## src/rtl/adc_window_accumulator_if.sv

```systemverilog
// Sequencer <-> sample-integration interface for adc_window_accumulator.
// The sequencer side (master) drives samples and strobes; the accumulator
// side (slave) returns window status, the held average and debug sum.
interface adc_window_accumulator_if #(
    parameter int DW     = 14,
    parameter int LOG2_N = 10
) ();
    logic                         enable;
    logic signed [DW-1:0]         adc_dat;
    logic                         adc_rst;
    logic                         reg_write;
    logic                         reg_rst;
    logic                         done;
    logic signed [DW-1:0]         result;
    logic                         result_valid;
    logic signed [DW+LOG2_N-1:0]  acc_out;
    logic                         err;

    modport master (
        output enable, adc_dat, adc_rst, reg_write, reg_rst,
        input  done, result, result_valid, acc_out, err
    );

    modport slave (
        input  enable, adc_dat, adc_rst, reg_write, reg_rst,
        output done, result, result_valid, acc_out, err
    );
endinterface

```

## src/rtl/adc_window_accumulator.sv

```systemverilog
// Sums a window of 2^LOG2_N signed ADC samples, flags completion with a
// held done level, and publishes the floor average into a held result
// register when the sequencer strobes reg_write.
module adc_window_accumulator #(
    parameter int DW     = 14,
    parameter int LOG2_N = 10
) (
    input  logic                  adc_clk,
    input  logic                  adc_rstn,
    adc_window_accumulator_if.slave bus
);
    localparam int AW = DW + LOG2_N;
    localparam int CW = LOG2_N + 1;
    localparam logic [CW-1:0] CNT_ONE  = CW'(1);
    localparam logic [CW-1:0] CNT_LAST = CW'((1 << LOG2_N) - 1);

    typedef enum logic [1:0] {
        IDLE  = 2'd0,
        ACCUM = 2'd1,
        FULL  = 2'd2
    } state_t;

    state_t                state;
    logic signed [AW-1:0]  acc;
    logic        [CW-1:0]  cnt;
    logic                  done_r;
    logic signed [DW-1:0]  result_r;
    logic                  result_valid_r;
    logic                  err_r;
    logic signed [AW-1:0]  sample_ext;

    // Floor average: arithmetic shift keeps two's-complement rounding
    // toward minus infinity; the average always fits back into DW bits.
    function automatic logic signed [DW-1:0] window_avg(input logic signed [AW-1:0] sum);
        logic signed [AW-1:0] shifted;
        shifted = sum >>> LOG2_N;
        return shifted[DW-1:0];
    endfunction

    assign sample_ext = {{LOG2_N{bus.adc_dat[DW-1]}}, bus.adc_dat};

    // Window FSM: enable gates everything, adc_rst restarts the window
    // (discarding the current sample), FULL freezes the sum until cleared.
    always_ff @(posedge adc_clk or negedge adc_rstn) begin
        if (!adc_rstn) begin
            state  <= IDLE;
            acc    <= '0;
            cnt    <= '0;
            done_r <= 1'b0;
        end else if (!bus.enable) begin
            state  <= IDLE;
            acc    <= '0;
            cnt    <= '0;
            done_r <= 1'b0;
        end else if (bus.adc_rst) begin
            state  <= ACCUM;
            acc    <= '0;
            cnt    <= '0;
            done_r <= 1'b0;
        end else begin
            case (state)
                IDLE: begin
                    state <= ACCUM;
                end
                ACCUM: begin
                    acc <= acc + sample_ext;
                    cnt <= cnt + CNT_ONE;
                    if (cnt == CNT_LAST) begin
                        state  <= FULL;
                        done_r <= 1'b1;
                    end
                end
                FULL: begin
                    done_r <= 1'b1;
                end
                default: begin
                    state  <= IDLE;
                    acc    <= '0;
                    cnt    <= '0;
                    done_r <= 1'b0;
                end
            endcase
        end
    end

    // Result register: reg_rst has priority; a capture without a complete
    // window is a sequencing error and leaves the published value alone.
    always_ff @(posedge adc_clk or negedge adc_rstn) begin
        if (!adc_rstn) begin
            result_r       <= '0;
            result_valid_r <= 1'b0;
            err_r          <= 1'b0;
        end else if (bus.reg_rst) begin
            result_r       <= '0;
            result_valid_r <= 1'b0;
            err_r          <= 1'b0;
        end else if (bus.reg_write) begin
            if (done_r) begin
                result_r       <= window_avg(acc);
                result_valid_r <= 1'b1;
            end else begin
                result_valid_r <= 1'b0;
                err_r          <= 1'b1;
            end
        end else begin
            result_valid_r <= 1'b0;
        end
    end

    assign bus.done         = done_r;
    assign bus.result       = result_r;
    assign bus.result_valid = result_valid_r;
    assign bus.acc_out      = acc;
    assign bus.err          = err_r;

endmodule

```

## src/flat_wrapper.sv

```systemverilog
// flat-port wrapper written by rule: the top's interface ports become plain ports
module adc_window_accumulator_flat 
#(
    parameter int DW     = 14,
    parameter int LOG2_N = 10
)
  (adc_clk, adc_rstn, bus_enable, bus_adc_dat, bus_adc_rst, bus_reg_write, bus_reg_rst, bus_done, bus_result, bus_result_valid, bus_acc_out, bus_err);
  adc_window_accumulator_if #(.DW(DW), .LOG2_N(LOG2_N)) bus_i ();
  input  logic adc_clk;
  input  logic adc_rstn;
  input wire logic [$bits(bus_i.enable)-1:0] bus_enable;
  input wire logic [$bits(bus_i.adc_dat)-1:0] bus_adc_dat;
  input wire logic [$bits(bus_i.adc_rst)-1:0] bus_adc_rst;
  input wire logic [$bits(bus_i.reg_write)-1:0] bus_reg_write;
  input wire logic [$bits(bus_i.reg_rst)-1:0] bus_reg_rst;
  output wire logic [$bits(bus_i.done)-1:0] bus_done;
  output wire logic [$bits(bus_i.result)-1:0] bus_result;
  output wire logic [$bits(bus_i.result_valid)-1:0] bus_result_valid;
  output wire logic [$bits(bus_i.acc_out)-1:0] bus_acc_out;
  output wire logic [$bits(bus_i.err)-1:0] bus_err;
  assign bus_i.enable = bus_enable;
  assign bus_i.adc_dat = bus_adc_dat;
  assign bus_i.adc_rst = bus_adc_rst;
  assign bus_i.reg_write = bus_reg_write;
  assign bus_i.reg_rst = bus_reg_rst;
  assign bus_done = bus_i.done;
  assign bus_result = bus_i.result;
  assign bus_result_valid = bus_i.result_valid;
  assign bus_acc_out = bus_i.acc_out;
  assign bus_err = bus_i.err;
  adc_window_accumulator #(.DW(DW), .LOG2_N(LOG2_N)) u_core (.adc_clk(adc_clk), .adc_rstn(adc_rstn), .bus(bus_i));
endmodule
```

## config.mk

```make
export PLATFORM = sky130hd
export DESIGN_NAME = adc_window_accumulator_flat
export DESIGN_NICKNAME = d
export VERILOG_FILES = /design/src/rtl/adc_window_accumulator_if.sv /design/src/rtl/adc_window_accumulator.sv /design/src/flat_wrapper.sv
export SDC_FILE = /design/constraint.sdc
export NUM_CORES = 1
export LEC_CHECK = 0
export BUFFER_PORTS_ARGS = -buffer_cell sky130_fd_sc_hd__buf_2
export CORE_MARGIN = 2
export CORE_UTILIZATION = 40
export CTS_CLUSTER_DIAMETER = 200
export DETAILED_ROUTE_END_ITERATION = 8
export PLACE_DENSITY = 0.56
export SYNTH_ARGS = -nofsm -noshare
export SYNTH_HDL_FRONTEND = slang
export SYNTH_SLANG_ARGS = --single-unit
```

## constraint.sdc

```tcl
create_clock -name adc_clk -period 3.47 [get_ports adc_clk]
set_input_delay 0.1735 -clock adc_clk [delete_from_list [all_inputs] [get_ports adc_clk]]
set_output_delay 0.1735 -clock adc_clk [all_outputs]
set_load 0.005 [all_outputs]
```

# Word level (Yosys, flattened, before mapping)
# Index checks and enable logic that the tools add are counted.
# Widths: inputs -> output; s select.
dict set report word_totals {
  regBits 54
  in_bits 20
  output_inout_bits 41
  word_cells 48
}
dict set report classes {
  add_sub_neg 2
  eq_ne 8
  mux 23
  n_reduce_logical 8
}
# operator count
set op_table {}
lappend op_table {{$mux 24} 2}
lappend op_table {{$pmux 24 s2} 1}
lappend op_table {{$mux 14} 3}
lappend op_table {{$add 24x14->24} 1}
lappend op_table {{$mux 11} 2}
lappend op_table {{$pmux 11 s2} 1}
lappend op_table {{$add 11x1->11 const B} 1}
lappend op_table {{$eq 11x10->1 const B} 1}
lappend op_table {{$mux 1} 9}
lappend op_table {{$reduce_and 2->1} 4}
lappend op_table {{$mux 2} 3}
lappend op_table {{$ne 3x3->1 const B} 2}
lappend op_table {{$pmux 2 s3} 1}
lappend op_table {{$ne 4x3->1 const B} 1}
lappend op_table {{$reduce_bool 2->1} 2}
lappend op_table {{$ne 3x2->1 const B} 1}
lappend op_table {{$pmux 1 s3} 1}
lappend op_table {{$eq 2x1->1 const B} 1}
lappend op_table {{$eq 2x2->1 const B} 1}
lappend op_table {{$logic_not 2->1} 1}
lappend op_table {{$ne 2x2->1 const B} 1}
lappend op_table {{$reduce_or 2->1} 1}

# Longest topological paths before layout
dict set report depth {
  word_depth 5
  depth_mapped 9
  ltp_nobuf 9
}

# Least setup slack after synthesis
# Ideal clock, no wire load.
dict set report synth_timing {
  kind {register to register}
  startpoint {reg u_core.acc[0] (netlist: u_core.bus.acc_out[0])}
  endpoint {reg u_core.acc[14] (netlist: u_core.bus.acc_out[14])}
  setup_time_ns 0.122
  arrival_time_ns 2.404
  required_ns 3.348
  slack_ns 0.944
  stages_incl_launch_ff 10
  n_path_buf 0
  period_less_slack_ns 2.526
  path_cell_list {dfrtp_1 -> ha_1 -> fa_1 -> a21o_1 -> a221o_1 -> nand3_1 -> nand2_1 -> a21o_1 -> a211o_1 -> a32o_1}
}
dict set report synth_between {
  elab_chain_len 4
}
# element line_no
set synth_lines {}
lappend synth_lines {{start, declared} adc_window_accumulator.sv:24} ;# logic signed [AW-1:0] acc;
lappend synth_lines {{start signal, assigned} adc_window_accumulator.sv:66} ;# acc <= acc + sample_ext;
lappend synth_lines {{$add 24x14->24} adc_window_accumulator.sv:66}
lappend synth_lines {{$pmux 24 s2} adc_window_accumulator.sv:61} ;# case (state)
lappend synth_lines {{$mux 24} adc_window_accumulator.sv:55} ;# end else if (bus.adc_rst) begin
lappend synth_lines {{$mux 24} adc_window_accumulator.sv:50} ;# end else if (!bus.enable) begin
# No other way between the ends.
# A chain may end at the register's enable or synchronous reset.

# Final worst setup path
# Same ends and word-level chain as after synthesis.

==> results.yml <==
finish:
  drive_above_1_share_pct: 18.2
  final_cell_mix: "77 x nand2_1, 60 x buf_2, 54 x dfrtp_1, 36 x a21oi_1, 33 x o21ai_0"
  area_growth_pct: 14.8
  fin_area_um2: 3900
  final_nets: 494
  antenna_cells: 0
  fillers: 820
  layout_commonest_cell: "nand2_1"
routing:
  vias_per_cell: 5.53
  drtIter0Drc: 158
  ant_nets: 0
  first_pass_iters: 4
  wl_per_cell_um: 14.9
  drc: 0
  drt_wl_total_um: 8220
  num_vias: 3041
yosys:
  synth_cell_types: 47
  synth-seq-area-share_pct: 39.8
  yosys_register_bits: 54
  synthTopCellsByArea: "dfrtp_1 40%, ha_1 10%, nand2_1 8.5%"
  synth_nets: 436
  syn_avg_cell_area_um2: 8.78
  netlist_area_um2: 3400
  yosysTopAreaCell: "dfrtp_1"
  ys.flop_type: "dfrtp_1"
  synth_top_area_share_pct: 39.8
  synth-async-reset-ratio_pct: 100
  netlist_instances: 387
  yosysWarnings: 0
  synth_edf_count: 0
pwr:
  leakagePower_nw: 1.94
  power.density_nw_per_um2: 311
  peakVddDrop_v: 0.000136
critical_path:
  crit_slowest_cell: "fa_1"
  cpPeakStageDelay_ns: 0.42
  crit_top_cell: "a21o_1"
  worstSetupPathType: "reg2reg"
  end_kind: "flop"
  cp_max_fo: 3
  cp-start-kind: "flop"
  path_cells: "ha_1, fa_1, a21o_1, a221o_1, nand3_1, nand2_1, a21o_1, a211o_1, a32o_1"
  cp_data_arrival_time_ns: 2.89
  critical_path_required_ns: 3.68
place:
  hpwl_um: 5980
  place_area_um2: 3810
  pre_cts_slack_ns: 0.806
  io_buffer_count: 60
  gp_congestion: 0.814
sta:
  finalMaxSlewViolations: 0
  worstMarginPinSlew_ns: 0.794
  relSlewSlack_pct: 47.1
  final_hold_viol_count: 0
  finalSetupTns_ns: 0
  setup_ws_ns: 0.786
  grt_setup_unrepaired: "false"
  setup_viol: 0
  fin_skew_ns: 0.00541
  fmax_mhz: 373
  min_period_ns: 2.68
  fin_crit_sh_pct: 77.4
clocking:
  post_cts_resized: 0
  worstSkewPairLatency_ns: 0.31
  path_clk_slew_ns: 0.10
  numCtsBuffers: 5
  cts.sinks: 54
  clk_path_buf_depth: 2
  root_buffer: "clkbuf_8"
  hold_buffers: 1
  htree_levels: 2
  post-cts-setup-buffers: 0
  cts_tree: "yes"
grt:
  grt_pass1_wl_um: 13300
  antenna_found_initial: 0
  track_usage_pct: 18.5
  grt_start_max_net_pins: 34
  grt_pass1_vias: 2779
  overflow: 0
hold_path:
  holdCritPathClass: "in2reg"
die:
  core.rowCount: 33
  coreArea_um2: 8220
  start_util_pct: 41.3
  io_pins: 61
  die_w_um: 96.2
  die_h_um: 96.2
  fp.dieArea_um2: 9250
outcome:
  outcome: "complete, no violations"
run:
  max_cap_viol_count: 0
-- power by group --
part	leakage [nW]	internal (mW)	switching, mW
clock network	0.0444	0.140	0.216
registers	0.748	0.641	0.0132
logic	1.15	0.0794	0.125
total	1.94	0.861	0.354
-- Yosys cell counts (5+ instances only) --
cell type / n
nor3_1: 5
clkbuf_1: 14
nand2_1: 77
inv_1: 6
ha_1: 28
dfrtp_1: 54
xor2_1: 11
a21oi_1: 36
and3_1: 9
a21o_1: 11
o21ai_0: 33
nor2_1: 21
nand3_1: 10
xnor2_1: 5
o31ai_1: 6
-- sequential cells by signal (all words and copies together), names as in the netlist --
signal,flops
u_core.state,2
u_core.cnt,11
u_core.bus.done,1
u_core.bus.result_valid,1
u_core.bus.acc_out,24
u_core.bus.err,1
u_core.bus.result,14
-- final cells by class --
| class | count | area [um2] | area share [%] |
|---|---|---|---|
| timing repair buffer | 65 | 340 | 8.72 |
| clock buffer | 5 | 68.8 | 1.76 |
| clock inverter | 2 | 13.8 | 0.353 |
| tap | 105 | 131 | 3.37 |
| inverter | 6 | 22.5 | 0.577 |
| sequential | 54 | 1350 | 34.6 |
| multi-input combinational | 313 | 1970 | 50.6 |
-- path summary, 6_finish.rpt --
kind,to,cells after the start,startpoint,slack [ns]
worst min register to register,u_core.bus.acc_out[8],2,u_core.bus.acc_out[8],0.52
worst max register to register,u_core.bus.acc_out[14],9,u_core.bus.acc_out[0],0.79
worst max-delay path,u_core.bus.acc_out[14],9,u_core.bus.acc_out[0],0.79
max in group asynchronous,u_core.cnt[10],3,adc_rstn,2.26
worst min-delay path,u_core.state[0],2,bus_enable,0.10
min in group asynchronous,u_core.bus.result_valid,2,adc_rstn,0.36
-- layer usage --
| metal | part of all wire (%) | vias to the layer above | track usage (%) |
|---|---|---|---|
| li1 | - | 1520 | - |
| met1 | 48 | 1446 | 25.6 |
| met2 | 47 | 69 | 30.0 |
| met3 | 4.8 | 6 | 3.45 |
| met4 | 0.85 | 0 | 3.93 |
| met5 | 0 | - | 0 |
-- stage by stage --
stage	hold WS [ns]	util, %	cells	power (mW)
6_report	0.101	47.5	550	1.21
3_3_place_gp	0.180	46.4	542	0.870
5_1_grt	0.0835	47.5	550	1.30
3_5_place_dp	0.181	46.4	542	0.873
2_1_floorplan	-0.122	-	387	0.798
4_1_cts	0.0993	47.5	550	1.23
-- worst max-delay path, delay by kind of cell, from the launching register on --
family	cells	cell delay, ns
flip-flops	1	0.41
AO/OA/AOI/OAI	5	1.27
AND/OR/NAND/NOR	2	0.24
adder cells (fa/ha/maj)	2	0.67
-- cells by family after synthesis --
logic type                 count (synthesis)  synth area share [%]
xor gates and xnor gates                  16                  4.13
muxes                                      1                 0.295
adders and majority gates                 29                  10.9
buffers and inverters                     20                  2.21
DFF                                       54                  39.8
and+or+nand+nor                          143                  19.0
AOI/OAI and AO/OA                        124                  23.7
(Power assumes the default switching activity.)
